## config.mk

```make
export PLATFORM = sky130hd
export DESIGN_NAME = computation_control_module
export DESIGN_NICKNAME = d
export VERILOG_FILES = /design/src/rtl/computation_control_module.sv
export SDC_FILE = /design/constraint.sdc
export NUM_CORES = 1
export LEC_CHECK = 0
export CORE_ASPECT_RATIO = 0.5
export CORE_MARGIN = 2
export CORE_UTILIZATION = 45
export DETAILED_ROUTE_END_ITERATION = 6
export PLACE_DENSITY = 0.77
export SETUP_SLACK_MARGIN = 0.05
export SYNTH_ARGS = -nofsm -noshare
export SYNTH_HDL_FRONTEND = slang
export SYNTH_SLANG_ARGS = --single-unit
```

## constraint.sdc

```tcl
create_clock -name clk -period 5.3 [get_ports clk]
set_clock_uncertainty 0.15 [all_clocks]
set_input_delay 1.325 -clock clk [delete_from_list [all_inputs] [get_ports clk]]
set_output_delay 1.325 -clock clk [all_outputs]
set_load 0.01 [all_outputs]
```

## src/rtl/computation_control_module.sv

```systemverilog
// computation_control_module: sequences store and compute phases of computation_module, captures the 2x2 result with its signed max, and guards each phase with a watchdog.
module computation_control_module #(
  parameter int TIMEOUT = 64,
  parameter int CW = 16
) (
  input  logic       clk,
  input  logic       rst,
  input  logic       start,
  input  logic [1:0] mode,
  input  logic       done_store,
  input  logic       done_single,
  input  logic       done_sa3,
  input  logic       done_sa2,
  input  logic [7:0] c11,
  input  logic [7:0] c12,
  input  logic [7:0] c21,
  input  logic [7:0] c22,
  input  logic       out_ready,
  output logic       active_store,
  output logic       active_single,
  output logic       active_sa3,
  output logic       active_sa2,
  output logic       busy,
  output logic       out_valid,
  output logic [7:0] r11,
  output logic [7:0] r12,
  output logic [7:0] r21,
  output logic [7:0] r22,
  output logic [7:0] r_max,
  output logic       err_mode,
  output logic       err_timeout
);
  typedef enum logic [1:0] {IDLE, STORE, COMPUTE, OUT} state_t;
  state_t state, state_n;
  logic [1:0] mode_q, mode_n;
  logic [CW-1:0] cnt, cnt_n;
  logic err_mode_n, err_timeout_n, capture, eng_done, expired;
  logic signed [7:0] m_top, m_bot, m_all;
  assign eng_done = mode_q == 2'd0 ? done_single : mode_q == 2'd1 ? done_sa3 : done_sa2;
  assign expired = cnt == CW'(TIMEOUT - 1);
  assign m_top = $signed(c11) > $signed(c12) ? $signed(c11) : $signed(c12);
  assign m_bot = $signed(c21) > $signed(c22) ? $signed(c21) : $signed(c22);
  assign m_all = m_top > m_bot ? m_top : m_bot;
  always_comb begin
    state_n = state;
    mode_n = mode_q;
    cnt_n = cnt;
    err_mode_n = 1'b0;
    err_timeout_n = err_timeout;
    capture = 1'b0;
    case (state)
      IDLE: if (start) begin
        if (mode == 2'd3) err_mode_n = 1'b1;
        else begin
          mode_n = mode;
          err_timeout_n = 1'b0;
          cnt_n = '0;
          state_n = STORE;
        end
      end
      STORE: begin
        cnt_n = cnt + 1'b1;
        if (done_store) begin
          cnt_n = '0;
          state_n = COMPUTE;
        end else if (expired) begin
          err_timeout_n = 1'b1;
          state_n = IDLE;
        end
      end
      COMPUTE: begin
        cnt_n = cnt + 1'b1;
        if (eng_done) begin
          capture = 1'b1;
          state_n = OUT;
        end else if (expired) begin
          err_timeout_n = 1'b1;
          state_n = IDLE;
        end
      end
      default: if (out_ready) state_n = IDLE;
    endcase
  end
  // Phase enables are decoded from the next state so they switch on the same edge as the state.
  always_ff @(posedge clk) begin
    if (!rst) begin
      state <= IDLE;
      mode_q <= 2'd0;
      cnt <= '0;
      active_store <= 1'b0;
      active_single <= 1'b0;
      active_sa3 <= 1'b0;
      active_sa2 <= 1'b0;
      busy <= 1'b0;
      out_valid <= 1'b0;
      r11 <= 8'd0;
      r12 <= 8'd0;
      r21 <= 8'd0;
      r22 <= 8'd0;
      r_max <= 8'd0;
      err_mode <= 1'b0;
      err_timeout <= 1'b0;
    end else begin
      state <= state_n;
      mode_q <= mode_n;
      cnt <= cnt_n;
      active_store <= state_n == STORE;
      active_single <= state_n == COMPUTE && mode_n == 2'd0;
      active_sa3 <= state_n == COMPUTE && mode_n == 2'd1;
      active_sa2 <= state_n == COMPUTE && mode_n == 2'd2;
      busy <= state_n != IDLE;
      out_valid <= state_n == OUT;
      err_mode <= err_mode_n;
      err_timeout <= err_timeout_n;
      if (capture) begin
        r11 <= c11;
        r12 <= c12;
        r21 <= c21;
        r22 <= c22;
        r_max <= m_all;
      end
    end
  end
endmodule

```

==> summary.md <==
| Metric | Value |
|---|---|
| Share of layout cells above drive strength 1 | 6.99% |
| Die area | 8630 µm² |
| Share of the synthesized area in the top cell type | 38.5% |
| I/O Buffers | 89 |
| Flop2flop setup slack | 3010 ps |
| RSZ-0062 raised after global routing | false |
| Detailed placer's ending HPWL | 6650 µm |
| Leak | 1.92 nW |
| Tmin final | 4970 ps |
| Total Routed Length | 8930 µm |
| Depth of the CTS H-tree | 3 |
| Synth Register Bits | 68 |
| Final Hold Viols | 0 |
| Hold path startpoint | r12[2] |
| Post-synth net total | 503 |
| Worst reg2reg endpoint | active_single |
| Slowest CP cell | clkdlybuf4s50_1 |
| First-pass GRT wire length | 14800 µm |
| TritonCTS clock tree | yes |
| Peak supply drop | 0.158 mV |
| All-Layer GR Usage | 22.3% |
| CTS Buf Count | 9 |
| Avg Inst Size Synth | 8.19 µm² |
| Dominant cell type by area after synthesis | dfxtp_1 |
| DRC viols | 0 |
| Crit-path max cell delay | 470 ps |
| Clk pin slew, worst setup/hold paths | 50 ps |
| Relative slew slack | 56.8% |
| Netlist cell types | 52 |
| Rows | 22 |
| Final Setup Violations | 0 |
| Period utilisation layout | 93.8% |
| Worst Setup End Kind | flip-flop |
| Multi-input logic area | 1990 µm² |
| Min-Delay Endpoint | r12[2] |
| Gr ovfl total | 0 |
| Worst hold path type | reg -> reg |
| Largest net degree at the start of global routing | 34 |
| EDFF count, synth | 0 |
| Synth Flop Type | dfxtp_1 |
| Core area | 7460 µm² |
| CP arrival | 5060 ps |
| Worst r2r src | mode_q[0] |
| CP Cell Sequence | clkdlybuf4s50_1, inv_1, ha_1, a21o_1, a2111oi_2, o211ai_1, nand2_2, mux2i_1, inv_1, ha_1, or3b_1, o41ai_2, nand3_2, o221ai_1 |
| Max-slew violation count | 0 |
| Area delta synth->final | 38.0% |
| Vias per inst | 5.18 |
| Effective utilization at floorplan | 47.4% |
| Critical path fanouts, max | 8 |
| Hold path depth | 2 |
| Routed len/inst | 14.0 µm |
| PD cells | 308 nW/µm² |
| Worst-Margin Slew | 646 ps |
| Gpl congestion | 0.777 |
| Synthesized instance count | 432 |
| Finished Cell Area | 4880 µm² |
| Vias | 3300 |
| # fillers | 650 |
| Count leader, synth | nand2_1 |
| FF/Latch Area | 1360 µm² |
| Dpl cell area | 4560 µm² |
| Worst-Skew Late Latency | 340 ps |
| Antenna cells | 0 |
| Worst Path Required | 5390 ps |
| ANT nets after route | 0 |
| Synth Warn # | 0 |
| Max clock buf depth | 2 |
| Max_cap viols | 0 |
| Cell area after synthesis | 3540 µm² |
| Ports | 90 |
| Maximum clock rate | 0.201 GHz |
| Final Util | 65.4% |
| Crit start category | input port |
| Initial DRC count | 163 |
| Clk sink count | 68 |
| Initial DRT Pass Iterations | 4 |
| WS Path Type | in -> reg |
| Sequential area share after synthesis | 38.5% |
| CTS root buf | clkbuf_16 |
| Die width | 129 µm |
| Synth async-reset ratio | 0% |
| Die Y | 66.7 µm |
| Reg2reg path depth | 5 |
| Synth area leaders | dfxtp_1 38%, ha_1 10%, nand2_1 8.2%, a21oi_1 6.2%, mux2i_1 4.8% |
| Post-route setup TNS | 0 ps |
| Vias in the first global route | 3161 |
| Final net count | 595 |
| Post-CTS Hold Fix Bufs | 0 |
| Antenna violations before repair | 0 |
| Post-synth top cells | 77 x nand2_1, 68 x dfxtp_1, 44 x a21oi_1, 36 x inv_1, 30 x nor2_1 |
| Status | complete, no violations |
## layout by cell type, fill, tap and decap left out, types with 2 or more instances in the layout
cell type / synthesis / routed
a21o_1: 2 / 2
a21oi_1: 44 / 44
and2_1: 2 / 2
and3_1: 4 / 4
buf_4: 0 / 9
clkbuf_1: 15 / 4
clkbuf_16: 0 / 9
clkbuf_8: 0 / 2
clkdlybuf4s50_1: 0 / 89
dfxtp_1: 68 / 68
ha_1: 29 / 29
inv_1: 36 / 36
mux2_2: 2 / 2
mux2i_1: 17 / 17
nand2_1: 77 / 77
nand2b_1: 2 / 2
nand3_1: 20 / 19
nand4_1: 6 / 6
nor2_1: 30 / 30
nor2b_1: 6 / 6
nor3_1: 7 / 7
nor4_2: 2 / 2
o211ai_1: 2 / 2
o21a_1: 2 / 2
o21ai_0: 9 / 9
o221ai_1: 8 / 8
o22ai_1: 3 / 3
xnor2_1: 2 / 2
xor2_1: 8 / 8
## power breakdown
| part | internal (mW) | switching [mW] |
|---|---|---|
| combinational | 0.162 | 0.188 |
| sequential | 0.539 | 0.0161 |
| clock | 0.390 | 0.209 |
## state kept, by name, indices dropped and copies added, names as in the netlist, 2 cells and up
register	cells
state	2
r21	8
r_max	8
r12	8
cnt	16
mode_q	2
r11	8
r22	8
## critical path: cells and delay by family
| family | cells | cell delay, ps |
|---|---|---|
| buf+inv | 3 | 580 |
| fa+ha+maj | 2 | 590 |
| compound gates | 5 | 1450 |
| simple gates | 3 | 830 |
| mux | 1 | 270 |
## through the flow
step	total power, mW	hold slack (ps)	setup slack [ps]	instances
floorplan	0.772	315	762	432
global placement	0.902	292	104	621
detailed placement	0.908	296	-55.0	621
CTS	1.51	303	244	637
global route	1.58	323	71.6	637
finish	1.50	302	331	637
## routing by layer
layer / wire length (µm) / up-vias / part of all wire (%) / track usage, %
li1: - / 1679 / - / -
met1: 4160 / 1532 / 47 / 27.3
met2: 4190 / 80 / 47 / 37.6
met3: 505 / 9 / 5.7 / 6.83
met4: 72 / 0 / 0.81 / 7.47
met5: 0 / - / 0 / 0
## final cells by class
type | instances | share of cell area (%)
clock buffers | 15 | 5.49
clock inverters | 1 | 0.615
inverters | 36 | 2.77
multi-input cells | 311 | 40.8
flip-flops and latches | 68 | 27.9
well taps | 108 | 2.77
repair buffers | 98 | 19.6
## logic make-up (layout without fill, tap and decap cells)
kind of cell | Yosys count | after routing | synth area share [%]
buffers and inverters | 53 | 150 | 5.69
XOR/XNOR | 10 | 10 | 2.48
AND/OR/NAND/NOR | 167 | 167 | 21.9
multiplexers | 19 | 19 | 5.45
flip-flops | 68 | 68 | 38.5
adder cells (fa/ha/maj) | 29 | 29 | 10.3
AO/OA/AOI/OAI | 86 | 86 | 15.7
## worst max path at each step
| stage | from | end | slack (ps) | cells past startpoint |
|---|---|---|---|---|
| floorplan | c12[5] | r_max[1] | 760 | 14 |
| global placement | c12[5] | r_max[0] | 100 | 14 |
| detailed placement | c12[5] | r_max[0] | -50 | 14 |
| CTS | c12[5] | r_max[0] | 240 | 14 |
| global route | c12[5] | r_max[0] | 70 | 16 |
| finish | c12[5] | r_max[0] | 330 | 14 |
## timing repair
| action | CTS | global route |
|---|---|---|
| setup endpoints to repair | 0 | 8 |
| setup buffers | 0 | 0 |
| gates resized for setup | 0 | 3 |
(Power assumes the default switching activity.)
